==> src/rtl/rgb_to_ycbcr_cfg.sv <==
// RGB to YCbCr converter: run-time BT.601/BT.709 full-range coefficients,
// 4:4:4 or 4:2:2 packing, fixed 4-cycle latency, sticky protocol/saturation flags.
module rgb_to_ycbcr_cfg #(
  parameter int MD_SIM_ABLE = 0,
  parameter int WD_IMG_DATA = 8,
  parameter int WD_ERR_INFO = 4
) (
  input  logic                   i_sys_clk,
  input  logic                   i_sys_resetn,
  input  logic                   i_cfg_std,
  input  logic                   i_cfg_422,
  input  logic                   s_img_rgb_c_fsync,
  input  logic                   s_img_rgb_c_vsync,
  input  logic                   s_img_rgb_c_hsync,
  input  logic [WD_IMG_DATA-1:0] s_img_rgb_r_mdat0,
  input  logic [WD_IMG_DATA-1:0] s_img_rgb_g_mdat1,
  input  logic [WD_IMG_DATA-1:0] s_img_rgb_b_mdat2,
  output logic                   m_img_ycbcr_c_fsync,
  output logic                   m_img_ycbcr_c_vsync,
  output logic                   m_img_ycbcr_c_hsync,
  output logic [WD_IMG_DATA-1:0] m_img_ycbcr_y_mdat0,
  output logic [WD_IMG_DATA-1:0] m_img_ycbcr_c_mdat1,
  output logic [WD_IMG_DATA-1:0] m_img_ycbcr_r_mdat2,
  output logic [WD_ERR_INFO-1:0] m_err_rgb_info1
);
  localparam int WD = WD_IMG_DATA;
  localparam int AW = WD + 10;
  localparam logic signed [AW-1:0] ROUND = AW'(128);
  localparam logic signed [AW-1:0] C_OFF = AW'(2 ** (WD + 7));
  localparam logic signed [AW-1:0] MAXV  = AW'(2 ** WD - 1);

  // Row-major {Y,Cb,Cr} x {R,G,B}; std selects BT.709 when set.
  function automatic logic signed [9:0] coef(input logic std, input int idx);
    logic signed [9:0] c;
    case (idx)
      0:       c = std ? 10'sd54 : 10'sd77;
      1:       c = std ? 10'sd183 : 10'sd150;
      2:       c = std ? 10'sd19 : 10'sd29;
      3:       c = std ? -10'sd29 : -10'sd43;
      4:       c = std ? -10'sd99 : -10'sd85;
      5:       c = 10'sd128;
      6:       c = 10'sd128;
      7:       c = std ? -10'sd116 : -10'sd107;
      default: c = std ? -10'sd12 : -10'sd21;
    endcase
    return c;
  endfunction

  logic [2:0][WD-1:0] px1_reg;
  logic [2:0]         sync1_reg, sync2_reg, sync3_reg;
  logic               std_sh_reg, c422_sh_reg, c422_2_reg, c422_3_reg;
  logic               parity_reg;
  logic [3:0]         err_reg, err_next;
  logic [15:0]        line_cnt_reg, line_cnt_next, first_len_reg, first_len_next;
  logic               first_done_reg, first_done_next;
  logic               fsync_rise, vsync_fall, pix_in, len_err, clamp_any, sel_cr;

  assign fsync_rise = s_img_rgb_c_fsync & ~sync1_reg[2];
  assign vsync_fall = sync1_reg[1] & ~s_img_rgb_c_vsync;
  assign pix_in     = s_img_rgb_c_hsync & s_img_rgb_c_vsync;

  // S1: input capture; config shadows only move on the frame-start edge.
  always_ff @(posedge i_sys_clk or negedge i_sys_resetn) begin
    if (!i_sys_resetn) begin
      px1_reg     <= '0;
      sync1_reg   <= '0;
      std_sh_reg  <= 1'b0;
      c422_sh_reg <= 1'b0;
    end else begin
      px1_reg     <= {s_img_rgb_b_mdat2, s_img_rgb_g_mdat1, s_img_rgb_r_mdat0};
      sync1_reg   <= {s_img_rgb_c_fsync, s_img_rgb_c_vsync, s_img_rgb_c_hsync};
      std_sh_reg  <= fsync_rise ? i_cfg_std : std_sh_reg;
      c422_sh_reg <= fsync_rise ? i_cfg_422 : c422_sh_reg;
    end
  end

  genvar gi;
  // S2: nine signed products.
  for (gi = 0; gi < 9; gi++) begin : g_prod
    logic signed [9:0]    c;
    logic signed [AW-1:0] px_ext, co_ext, prod_reg;
    assign c      = coef(std_sh_reg, gi);
    assign co_ext = {{(AW-10){c[9]}}, c};
    assign px_ext = $signed({{(AW-WD){1'b0}}, px1_reg[gi % 3]});
    always_ff @(posedge i_sys_clk or negedge i_sys_resetn) begin
      if (!i_sys_resetn) prod_reg <= '0;
      else               prod_reg <= px_ext * co_ext;
    end
  end

  // S3: sum plus offset and rounding; S4 comb: shift and clamp.
  for (gi = 0; gi < 3; gi++) begin : g_sum
    localparam logic signed [AW-1:0] BIAS = (gi == 0) ? ROUND : ROUND + C_OFF;
    logic signed [AW-1:0] sum_reg, shifted;
    logic [WD-1:0]        clip;
    logic                 clamp;
    always_ff @(posedge i_sys_clk or negedge i_sys_resetn) begin
      if (!i_sys_resetn) sum_reg <= '0;
      else sum_reg <= g_prod[3*gi].prod_reg + g_prod[3*gi+1].prod_reg
                      + g_prod[3*gi+2].prod_reg + BIAS;
    end
    always_comb begin
      shifted = sum_reg >>> 8;
      clip    = shifted[WD-1:0];
      clamp   = 1'b0;
      if (shifted < 0) begin
        clip  = '0;
        clamp = 1'b1;
      end else if (shifted > MAXV) begin
        clip  = '1;
        clamp = 1'b1;
      end
    end
  end

  always_ff @(posedge i_sys_clk or negedge i_sys_resetn) begin
    if (!i_sys_resetn) begin
      sync2_reg  <= '0;
      sync3_reg  <= '0;
      c422_2_reg <= 1'b0;
      c422_3_reg <= 1'b0;
    end else begin
      sync2_reg  <= sync1_reg;
      sync3_reg  <= sync2_reg;
      c422_2_reg <= c422_sh_reg;
      c422_3_reg <= c422_2_reg;
    end
  end

  // Odd pixels of a 4:2:2 line carry Cr on the shared chroma lane.
  assign sel_cr    = c422_3_reg & sync3_reg[1] & parity_reg;
  assign clamp_any = (g_sum[0].clamp | g_sum[1].clamp | g_sum[2].clamp) & sync3_reg[0];

  always_ff @(posedge i_sys_clk or negedge i_sys_resetn) begin
    if (!i_sys_resetn) begin
      m_img_ycbcr_c_fsync <= 1'b0;
      m_img_ycbcr_c_vsync <= 1'b0;
      m_img_ycbcr_c_hsync <= 1'b0;
      m_img_ycbcr_y_mdat0 <= '0;
      m_img_ycbcr_c_mdat1 <= '0;
      m_img_ycbcr_r_mdat2 <= '0;
      parity_reg          <= 1'b0;
    end else begin
      {m_img_ycbcr_c_fsync, m_img_ycbcr_c_vsync, m_img_ycbcr_c_hsync} <= sync3_reg;
      m_img_ycbcr_y_mdat0 <= g_sum[0].clip;
      m_img_ycbcr_c_mdat1 <= sel_cr ? g_sum[2].clip : g_sum[1].clip;
      m_img_ycbcr_r_mdat2 <= c422_3_reg ? '0 : g_sum[2].clip;
      parity_reg          <= sync3_reg[1] ? (parity_reg ^ sync3_reg[0]) : 1'b0;
    end
  end

  // Line-length tracking against the first complete line of the frame.
  always_comb begin
    line_cnt_next   = line_cnt_reg;
    first_len_next  = first_len_reg;
    first_done_next = first_done_reg;
    len_err         = 1'b0;
    if (fsync_rise) begin
      first_done_next = 1'b0;
      line_cnt_next   = {15'd0, pix_in};
    end else if (vsync_fall) begin
      if (!first_done_reg) begin
        first_done_next = 1'b1;
        first_len_next  = line_cnt_reg;
      end else if (line_cnt_reg != first_len_reg) begin
        len_err = 1'b1;
      end
      line_cnt_next = '0;
    end else if (pix_in) begin
      line_cnt_next = line_cnt_reg + 16'd1;
    end
    err_next = (fsync_rise ? 4'd0 : err_reg)
             | {clamp_any, len_err,
                s_img_rgb_c_vsync & ~s_img_rgb_c_fsync,
                s_img_rgb_c_hsync & ~s_img_rgb_c_vsync};
  end

  always_ff @(posedge i_sys_clk or negedge i_sys_resetn) begin
    if (!i_sys_resetn) begin
      err_reg        <= '0;
      line_cnt_reg   <= '0;
      first_len_reg  <= '0;
      first_done_reg <= 1'b0;
    end else begin
      err_reg        <= err_next;
      line_cnt_reg   <= line_cnt_next;
      first_len_reg  <= first_len_next;
      first_done_reg <= first_done_next;
    end
  end

  always_comb begin
    m_err_rgb_info1      = '0;
    m_err_rgb_info1[3:0] = err_reg;
  end

  if (MD_SIM_ABLE != 0) begin : g_sim_chk
    always_ff @(posedge i_sys_clk) begin
      if (i_sys_resetn) assert (m_img_ycbcr_c_vsync || !parity_reg);
    end
  end
endmodule

==> config.mk <==
export PLATFORM = sky130hd
export DESIGN_NAME = rgb_to_ycbcr_cfg
export DESIGN_NICKNAME = d
export VERILOG_FILES = /design/src/rtl/rgb_to_ycbcr_cfg.sv
export SDC_FILE = /design/constraint.sdc
export NUM_CORES = 1
export LEC_CHECK = 0
export BUFFER_PORTS_ARGS = -buffer_cell sky130_fd_sc_hd__buf_2
export CORE_ASPECT_RATIO = 0.7
export CORE_MARGIN = 2
export CORE_UTILIZATION = 50
export CTS_BUF_LIST = sky130_fd_sc_hd__clkbuf_8
export DETAILED_ROUTE_END_ITERATION = 10
export PLACE_DENSITY = 0.66
export SYNTH_ARGS = -nofsm -noshare
export SYNTH_HDL_FRONTEND = slang
export SYNTH_SLANG_ARGS = --single-unit
==> constraint.sdc <==
create_clock -name i_sys_clk -period 10.3 [get_ports i_sys_clk]
set_clock_uncertainty 0.05 [all_clocks]
set_input_delay 2.06 -clock i_sys_clk [delete_from_list [all_inputs] [get_ports i_sys_clk]]
set_output_delay 2.06 -clock i_sys_clk [all_outputs]
set_load 0.02 [all_outputs]
==> impl_metrics.prom, run 1 <==
# TYPE chip_impl_metric gauge
chip_impl_metric{name="intPower",unit="W"} 0.00387
chip_impl_metric{name="arrival_time_at_the_worst_endpoint",unit="ns"} 5.54
chip_impl_metric{name="post-route-cell-area",unit="µm²"} 21800
chip_impl_metric{name="switching_share",unit=""} 0.452
chip_impl_metric{name="largest_reg_flops",unit=""} 123
chip_impl_metric{name="wl_per_cell",unit="µm"} 16.7
chip_impl_metric{name="clockBufferDepth",unit=""} 3
chip_impl_metric{name="groute.layer.met2.usage",unit=""} 0.302
chip_impl_metric{name="slew_violations",unit=""} 0
chip_impl_metric{name="final_layout_size_suffix_gt1_frac",unit=""} 0.0850
chip_impl_metric{name="postCtsResizedCells",unit=""} 0
chip_impl_metric{name="switching_pwr",unit="W"} 0.00319
chip_impl_info{name="status",value="complete, no violations"} 1
chip_impl_metric{name="placement.setup.worst_slack",unit="ns"} 5.32
chip_impl_info{name="setup_repair_after_global_routing_missed_its_margin",value="no"} 1
chip_impl_metric{name="cellLeakagePower",unit="nW"} 11.7
chip_impl_metric{name="die_height",unit="µm"} 172
chip_impl_metric{name="crit_path_max_fanout",unit=""} 55
chip_impl_metric{name="antenna_found_initial",unit=""} 0
chip_impl_info{name="synth.area.top_cells",value="sky130_fd_sc_hd__dfrtp_1 32%, sky130_fd_sc_hd__ha_1 22%, sky130_fd_sc_hd__fa_1 17%, sky130_fd_sc_hd__inv_1 6.1%, sky130_fd_sc_hd__xnor2_1 3.2%"} 1
chip_impl_info{name="timing.setup.critical_path_class",value="register to register"} 1
chip_impl_info{name="post-synth-top-area-cell",value="sky130_fd_sc_hd__dfrtp_1"} 1
chip_impl_metric{name="holdBufCountCts",unit=""} 0
chip_impl_metric{name="placeable_core_region",unit="µm²"} 39600
chip_impl_info{name="endpoint_kind",value="register"} 1
chip_impl_metric{name="clock_latency",unit="ns"} 0.60
chip_impl_metric{name="via_count",unit=""} 12900
chip_impl_metric{name="finalHoldViolations",unit=""} 0
chip_impl_metric{name="critical_path_required",unit="ns"} 10.72
chip_impl_metric{name="die-area",unit="µm²"} 41800
chip_impl_metric{name="placement.io_buffers",unit=""} 61
chip_impl_metric{name="clock_sinks",unit=""} 255
chip_impl_metric{name="dpl-instance-area",unit="µm²"} 21000
chip_impl_metric{name="route.antenna.remaining_nets",unit=""} 0
chip_impl_metric{name="final-instance-count-excl-fill",unit=""} 2523
chip_impl_metric{name="worst-r2r-cell-count",unit=""} 17
chip_impl_info{name="synth.cells.most_frequent",value="360 x sky130_fd_sc_hd__ha_1, 328 x sky130_fd_sc_hd__inv_1, 255 x sky130_fd_sc_hd__dfrtp_1, 171 x sky130_fd_sc_hd__fa_1, 127 x sky130_fd_sc_hd__nor2_1"} 1
chip_impl_metric{name="place_congestion",unit=""} 0.900
chip_impl_metric{name="yosys_warnings",unit=""} 0
chip_impl_metric{name="grt_max_degree",unit=""} 119
chip_impl_metric{name="synth-seq-area-share",unit=""} 0.318
chip_impl_info{name="min_path_type",value="register to register"} 1
chip_impl_metric{name="grt_first_pass_wirelength",unit="µm"} 69500
chip_impl_metric{name="grt.overflow.total",unit=""} 0
chip_impl_metric{name="setup_slack",unit="ns"} 5.18
chip_impl_metric{name="hpwlAfterDp",unit="µm"} 34100
chip_impl_metric{name="cell_row_count",unit=""} 61
chip_impl_metric{name="number_of_max_cap_violations",unit=""} 0
chip_impl_metric{name="synth_area",unit="µm²"} 20100
chip_impl_metric{name="finalSetupViolCount",unit=""} 0
chip_impl_metric{name="floorplan.initialDensity",unit=""} 0.507
chip_impl_metric{name="post_drt_via_cell_ratio",unit=""} 5.11
chip_impl_metric{name="hold_depth",unit=""} 0
chip_impl_metric{name="fillerInstances",unit=""} 3471
chip_impl_metric{name="max_slew.worst_pin.slew",unit="ns"} 1.01
chip_impl_metric{name="achievable-frequency",unit="MHz"} 195
chip_impl_metric{name="area_growth",unit="%"} 8.79
chip_impl_metric{name="drt_pass1_iterations",unit=""} 4
chip_impl_metric{name="clock_tree.htree_level_count",unit=""} 2
chip_impl_metric{name="shortest_clock_period_the_worst_path_allows_after_layout",unit="ns"} 5.12
chip_impl_metric{name="post-cts-setup-buffer-count",unit=""} 0
chip_impl_info{name="synth_most_common_cell",value="sky130_fd_sc_hd__ha_1"} 1
chip_impl_metric{name="wirelength",unit="µm"} 42100
chip_impl_info{name="ctsRootBufferMaster",value="sky130_fd_sc_hd__clkbuf_8"} 1
chip_impl_info{name="tritoncts",value="yes"} 1
chip_impl_metric{name="number_of_diodes_added_for_antenna_fixing",unit=""} 0
chip_impl_metric{name="grt_use_total",unit=""} 0.213
chip_impl_metric{name="power_frac_comb",unit=""} 0.644
chip_impl_metric{name="worst_ir_drop_vdd",unit="mV"} 0.206
chip_impl_info{name="grt_most_used_layer",value="met1"} 1
chip_impl_metric{name="ios",unit=""} 62
chip_impl_metric{name="synth_cells",unit=""} 1869
chip_impl_metric{name="power_per_cell_area",unit="nW/µm²"} 324
chip_impl_metric{name="period_share",unit=""} 0.497
chip_impl_info{name="top_flip_flop_cell_by_instance_count_after_synthesis",value="sky130_fd_sc_hd__dfrtp_1"} 1
chip_impl_metric{name="sequentialPowerShare",unit=""} 0.228
chip_impl_metric{name="die_width",unit="µm"} 243
chip_impl_metric{name="clock_pin_transition_on_the_worst_setup_and_hold_timing_paths",unit="ns"} 0.06
chip_impl_metric{name="timing.max_slew.rel_slack",unit=""} 0.325
chip_impl_metric{name="grtUsageMet3",unit=""} 0.0407
chip_impl_metric{name="met1_usage",unit=""} 0.335
chip_impl_metric{name="postSynthRegisterBits",unit=""} 255
chip_impl_metric{name="dpl.cell_count",unit=""} 2446
chip_impl_metric{name="yosysUniqueCellTypes",unit=""} 58
chip_impl_metric{name="p_clk_frac",unit=""} 0.128
chip_impl_metric{name="cts_buffers",unit=""} 44
chip_impl_metric{name="post_layout_nets",unit=""} 2519
chip_impl_metric{name="drc_errors",unit=""} 0
chip_impl_info{name="timing.critical_path.from_type",value="register"} 1
chip_impl_metric{name="syn_area_per_cell",unit="µm²"} 10.7
chip_impl_metric{name="synth_largest_type_area_fraction",unit=""} 0.318
chip_impl_metric{name="fin_tns_setup",unit="ns"} 0
chip_impl_metric{name="via_count_of_the_first_global_routing_pass",unit=""} 13100
chip_impl_metric{name="violation_count_after_the_first_detailed_routing_iteration",unit=""} 656
chip_impl_metric{name="synthArstFlopShare",unit=""} 1.00
chip_impl_metric{name="synth-edff-count",unit=""} 0
-- cell type report --
cell class,instances,area (µm²),area share
well taps,535,669,0.0307
inverters,328,1230,0.0564
flip-flops and latches,255,6380,0.292
clock buffers,48,661,0.0302
repair buffers,64,338,0.0155
clock inverters,29,183,0.00836
multi-input cells,1264,12400,0.567
-- worst max-delay path: stages (launching register included) --
cell	delay, ns
sky130_fd_sc_hd__dfrtp_1	0.32
sky130_fd_sc_hd__buf_4	0.44
sky130_fd_sc_hd__nand2_1	0.33
sky130_fd_sc_hd__fa_1	0.48
sky130_fd_sc_hd__fa_1	0.56
sky130_fd_sc_hd__inv_1	0.05
sky130_fd_sc_hd__ha_1	0.28
sky130_fd_sc_hd__inv_1	0.06
sky130_fd_sc_hd__fa_1	0.59
sky130_fd_sc_hd__inv_1	0.06
sky130_fd_sc_hd__ha_1	0.29
sky130_fd_sc_hd__a21o_1	0.15
sky130_fd_sc_hd__a21oi_1	0.22
sky130_fd_sc_hd__nor2b_1	0.10
sky130_fd_sc_hd__nor4_2	0.22
sky130_fd_sc_hd__o31ai_1	0.16
sky130_fd_sc_hd__o41ai_1	0.42
sky130_fd_sc_hd__xor2_1	0.19
-- routing by layer --
| metal | vias up | wire (µm) | share of wire |
|---|---|---|---|
| li1 | 6259 | - | - |
| met4 | 0 | 711 | 0.017 |
| met2 | 278 | 16800 | 0.40 |
| met1 | 6306 | 22100 | 0.52 |
| met3 | 59 | 2510 | 0.060 |
| met5 | - | 0 | 0 |
-- cells in the final DEF, fill, tap and decap left out, types with 34 or more instances in the layout --
| cell type | Yosys | layout |
|---|---|---|
| sky130_fd_sc_hd__fa_1 | 171 | 171 |
| sky130_fd_sc_hd__xor2_1 | 43 | 43 |
| sky130_fd_sc_hd__a21oi_1 | 61 | 61 |
| sky130_fd_sc_hd__o21ai_0 | 36 | 36 |
| sky130_fd_sc_hd__nor2_1 | 127 | 127 |
| sky130_fd_sc_hd__buf_2 | 2 | 60 |
| sky130_fd_sc_hd__inv_1 | 328 | 341 |
| sky130_fd_sc_hd__xnor2_1 | 73 | 73 |
| sky130_fd_sc_hd__dfrtp_1 | 255 | 255 |
| sky130_fd_sc_hd__nand2_1 | 80 | 80 |
| sky130_fd_sc_hd__ha_1 | 360 | 360 |
| sky130_fd_sc_hd__nor3_1 | 34 | 34 |
| sky130_fd_sc_hd__clkbuf_8 | 0 | 48 |
-- path summary, 6_finish.rpt --
| path | start | end | slack [ns] |
|---|---|---|---|
| max | std_sh_reg$_DFFE_PN0P_ | g_prod[4].prod_reg[15]$_DFF_PN0_ | 5.18 |
| min | sync2_reg[2]$_DFF_PN0_ | sync3_reg[2]$_DFF_PN0_ | 0.30 |
| max reg2reg | std_sh_reg$_DFFE_PN0P_ | g_prod[4].prod_reg[15]$_DFF_PN0_ | 5.18 |
| min reg2reg | sync2_reg[2]$_DFF_PN0_ | sync3_reg[2]$_DFF_PN0_ | 0.30 |
| max in group asynchronous | i_sys_resetn | g_prod[7].prod_reg[8]$_DFF_PN0_ | 7.10 |
| min in group asynchronous | i_sys_resetn | g_prod[0].prod_reg[12]$_DFF_PN0_ | 1.51 |
-- per-stage QoR --
stage | power (W) | utilization | hold slack [ns]
global route | 0.00786 | 0.551 | 0.311
floorplan | 0.00505 | - | 0.281
finish | 0.00707 | 0.551 | 0.298
CTS | 0.00713 | 0.551 | 0.302
detailed placement | 0.00615 | 0.530 | 0.290
global placement | 0.00607 | 0.530 | 0.282
-- kinds of logic after synthesis --
family,after synthesis,share of synthesized area
fa+ha+maj,531,0.395
simple gates,384,0.0914
buf+inv,362,0.0678
flops,255,0.318
compound gates,203,0.0681
xor+xnor,116,0.0506
mux,16,0.00898
other cells,2,0.000374
-- power by group through the flow --
stage               Clock (W)  Combinational (W)  Sequential (W)
detailed placement          0            0.00453         0.00162
floorplan                   0            0.00349         0.00156
global route         0.000983            0.00523         0.00164
global placement            0            0.00444         0.00162
CTS                  0.000936            0.00458         0.00161
finish               0.000906            0.00455         0.00161
Note: power is estimated with default switching activity, not from simulation.
==> run 2, diff against run 1 <==
--- a/config.mk
+++ b/config.mk
@@ -5,6 +5,7 @@
 export SDC_FILE = /design/constraint.sdc
 export NUM_CORES = 1
 export LEC_CHECK = 0
+export ABC_AREA = 1
 export BUFFER_PORTS_ARGS = -buffer_cell sky130_fd_sc_hd__buf_2
 export CORE_ASPECT_RATIO = 0.7
 export CORE_MARGIN = 2
==> constraint.sdc (replaced) <==
create_clock -name i_sys_clk -period 5.15 [get_ports i_sys_clk]
set_clock_uncertainty 0.05 [all_clocks]
set_input_delay 1.03 -clock i_sys_clk [delete_from_list [all_inputs] [get_ports i_sys_clk]]
set_output_delay 1.03 -clock i_sys_clk [all_outputs]
set_load 0.02 [all_outputs]
==> impl_metrics.prom, run 2 <==
# TYPE chip_impl_metric gauge
chip_impl_metric{name="slew_violations",unit=""} 0
chip_impl_metric{name="cts_buffers",unit=""} 44
chip_impl_metric{name="yosys_warnings",unit=""} 0
chip_impl_info{name="synth.area.top_cells",value="sky130_fd_sc_hd__dfrtp_1 30%, sky130_fd_sc_hd__ha_1 21%, sky130_fd_sc_hd__fa_1 16%, sky130_fd_sc_hd__inv_1 8.7%, sky130_fd_sc_hd__nand2_1 7.9%"} 1
chip_impl_metric{name="period_share",unit=""} 0.893
chip_impl_metric{name="synth-seq-area-share",unit=""} 0.296
chip_impl_info{name="status",value="complete, no violations"} 1
chip_impl_info{name="setup_repair_after_global_routing_missed_its_margin",value="no"} 1
chip_impl_metric{name="arrival_time_at_the_worst_endpoint",unit="ns"} 5.03
chip_impl_metric{name="critical_path_required",unit="ns"} 5.58
chip_impl_info{name="layout.cells.most_common_list",value="508 x sky130_fd_sc_hd__inv_1, 457 x sky130_fd_sc_hd__nand2_1, 360 x sky130_fd_sc_hd__ha_1, 254 x sky130_fd_sc_hd__dfrtp_1, 171 x sky130_fd_sc_hd__fa_1"} 1
chip_impl_metric{name="yosysUniqueCellTypes",unit=""} 44
chip_impl_metric{name="drc_errors",unit=""} 0
chip_impl_metric{name="final_layout_size_suffix_gt1_frac",unit=""} 0.0654
chip_impl_metric{name="syn_area_per_cell",unit="µm²"} 8.92
chip_impl_metric{name="finalSetupViolCount",unit=""} 0
chip_impl_metric{name="grt_max_degree",unit=""} 108
chip_impl_info{name="synth_most_common_cell",value="sky130_fd_sc_hd__inv_1"} 1
chip_impl_metric{name="number_of_max_cap_violations",unit=""} 0
chip_impl_metric{name="synth-edff-count",unit=""} 0
chip_impl_metric{name="grt_first_pass_wirelength",unit="µm"} 81500
chip_impl_metric{name="crit_path_max_fanout",unit=""} 53
chip_impl_metric{name="synth_area",unit="µm²"} 21600
chip_impl_metric{name="hpwlAfterDp",unit="µm"} 41600
chip_impl_metric{name="largest_reg_flops",unit=""} 123
chip_impl_metric{name="clock_pin_transition_on_the_worst_setup_and_hold_timing_paths",unit="ns"} 0.06
chip_impl_info{name="endpoint_kind",value="register"} 1
chip_impl_metric{name="post_layout_nets",unit=""} 3085
chip_impl_metric{name="drt_pass1_iterations",unit=""} 5
chip_impl_info{name="tritoncts",value="yes"} 1
chip_impl_metric{name="r2r_slack",unit="ns"} 0.55
chip_impl_info{name="ctsRootBufferMaster",value="sky130_fd_sc_hd__clkbuf_8"} 1
chip_impl_metric{name="die_height",unit="µm"} 178
chip_impl_metric{name="grt_use_total",unit=""} 0.233
chip_impl_metric{name="timing.max_slew.rel_slack",unit=""} 0.334
chip_impl_metric{name="finalHoldViolations",unit=""} 0
chip_impl_metric{name="placement.io_buffers",unit=""} 61
chip_impl_metric{name="synth_largest_type_area_fraction",unit=""} 0.296
chip_impl_metric{name="placeable_core_region",unit="µm²"} 42500
chip_impl_info{name="post-synth-top-area-cell",value="sky130_fd_sc_hd__dfrtp_1"} 1
chip_impl_metric{name="synth_cells",unit=""} 2419
chip_impl_metric{name="shortest_clock_period_the_worst_path_allows_after_layout",unit="ns"} 4.60
chip_impl_metric{name="place_congestion",unit=""} 0.933
chip_impl_metric{name="route.antenna.remaining_nets",unit=""} 0
chip_impl_info{name="top_flip_flop_cell_by_instance_count_after_synthesis",value="sky130_fd_sc_hd__dfrtp_1"} 1
chip_impl_metric{name="post_drt_via_cell_ratio",unit=""} 5.12
chip_impl_info{name="leading_cell_type_in_the_layout_fill_and_taps_excluded",value="sky130_fd_sc_hd__inv_1"} 1
chip_impl_metric{name="clock_latency",unit="ns"} 0.60
chip_impl_metric{name="cell_row_count",unit=""} 63
chip_impl_metric{name="fin_tns_setup",unit="ns"} 0
chip_impl_metric{name="clock_tree.htree_level_count",unit=""} 2
chip_impl_metric{name="post-cts-setup-buffer-count",unit=""} 0
chip_impl_metric{name="ios",unit=""} 62
chip_impl_info{name="timing.setup.critical_path_class",value="register to register"} 1
chip_impl_metric{name="wirelength",unit="µm"} 50000
chip_impl_metric{name="achievable-frequency",unit="MHz"} 217
chip_impl_info{name="synth.cells.most_frequent",value="499 x sky130_fd_sc_hd__inv_1, 457 x sky130_fd_sc_hd__nand2_1, 360 x sky130_fd_sc_hd__ha_1, 255 x sky130_fd_sc_hd__dfrtp_1, 171 x sky130_fd_sc_hd__fa_1"} 1
chip_impl_info{name="timing.critical_path.from_type",value="register"} 1
chip_impl_metric{name="via_count",unit=""} 15900
chip_impl_metric{name="violation_count_after_the_first_detailed_routing_iteration",unit=""} 1162
chip_impl_metric{name="postSynthRegisterBits",unit=""} 255
chip_impl_metric{name="die_width",unit="µm"} 252
chip_impl_metric{name="grt.overflow.total",unit=""} 0
chip_impl_metric{name="wl_per_cell",unit="µm"} 16.1
chip_impl_metric{name="synthArstFlopShare",unit=""} 1.00
chip_impl_metric{name="antenna_found_initial",unit=""} 7
chip_impl_metric{name="clockBufferDepth",unit=""} 3
chip_impl_metric{name="die-area",unit="µm²"} 44900
chip_impl_metric{name="max_slew.worst_pin.slew",unit="ns"} 0.997
chip_impl_info{name="min_path_type",value="register to register"} 1
chip_impl_metric{name="fillerInstances",unit=""} 3850
chip_impl_metric{name="clock_sinks",unit=""} 255
chip_impl_metric{name="floorplan.initialDensity",unit=""} 0.508
chip_impl_metric{name="area_growth",unit="%"} 9.39
chip_impl_metric{name="via_count_of_the_first_global_routing_pass",unit=""} 15700
run 2: through the flow:
stage | hold WS (ns) | cell area [µm²] | utilization | instances | setup WS [ns]
floorplan | 0.281 | 21600 | - | 2431 | 0.853
global placement | 0.283 | 22600 | 0.533 | 3029 | 0.538
detailed placement | 0.289 | 22600 | 0.533 | 3029 | 0.456
CTS | 0.304 | 23600 | 0.556 | 3106 | 0.414
global route | 0.308 | 23600 | 0.556 | 3106 | 0.252
finish | 0.301 | 23600 | 0.556 | 3108 | 0.551
run 2: per-layer routing:
layer / track usage / vias up / part of all wire
met3: 0.0525 / 68 / 0.078
met1: 0.357 / 7601 / 0.49
met4: 0.0552 / 0 / 0.021
li1: - / 7805 / -
met2: 0.333 / 451 / 0.41
met5: 0 / - / 0
run 2: path summary, 6_finish.rpt:
| kind | startpoint | to | cells past startpoint |
|---|---|---|---|
| min reg2reg | sync1_reg[0]$_DFF_PN0_ | sync2_reg[0]$_DFF_PN0_ | 0 |
| min in group asynchronous | i_sys_resetn | g_sum[2].sum_reg[12]$_DFF_PN0_ | 1 |
| max in group asynchronous | i_sys_resetn | g_prod[0].px_ext[3]$_DFF_PN0_ | 2 |
| max | std_sh_reg$_DFFE_PN0P_ | g_prod[4].prod_reg[16]$_DFF_PN0_ | 15 |
| min | sync1_reg[0]$_DFF_PN0_ | sync2_reg[0]$_DFF_PN0_ | 0 |
| max reg2reg | std_sh_reg$_DFFE_PN0P_ | g_prod[4].prod_reg[16]$_DFF_PN0_ | 15 |
run 2: worst max-delay path: stages, from the launching register on:
cell and delay, ns:
sky130_fd_sc_hd__dfrtp_4 0.69, sky130_fd_sc_hd__buf_4 0.26, sky130_fd_sc_hd__nor2_1 0.38, sky130_fd_sc_hd__ha_1 0.34
sky130_fd_sc_hd__fa_1 0.51, sky130_fd_sc_hd__fa_1 0.55, sky130_fd_sc_hd__inv_1 0.06, sky130_fd_sc_hd__fa_1 0.52
sky130_fd_sc_hd__inv_1 0.04, sky130_fd_sc_hd__ha_1 0.35, sky130_fd_sc_hd__a21oi_1 0.21, sky130_fd_sc_hd__nor2_1 0.07
sky130_fd_sc_hd__o21ai_0 0.20, sky130_fd_sc_hd__nand3_1 0.10, sky130_fd_sc_hd__nand2_1 0.07, sky130_fd_sc_hd__nand2_1 0.05
run 2: timing repair:
action                     CTS  global route
resized for setup            0             1
setup endpoints to repair    0             1
hold buffers                 0             0
run 2: kinds of logic after synthesis:
kind of cell / share of synthesized area
xor gates and xnor gates: 0.0308
and+or+nand+nor: 0.150
muxes: 0.00209
adders and majority gates: 0.367
buffers and inverters: 0.0930
AOI/OAI and AO/OA: 0.0609
DFF: 0.296
other: 0.000348
run 2: area by class of cell:
cell class                 instances  area [µm²]  share of cell area
antenna                            2        5.00            0.000212
clock buffer                      56         771              0.0326
clock inverter                    21         213             0.00901
inverter                         503        1890              0.0801
multi-input combinational       1648       13200               0.561
sequential                       255        6380               0.270
tap                              552         691              0.0292
timing repair buffer              71         415              0.0176
Power of run 2 is left out: the tool's default activity adds up to more than one toggle a clock period on the data nets, which glitch-free logic cannot reach.
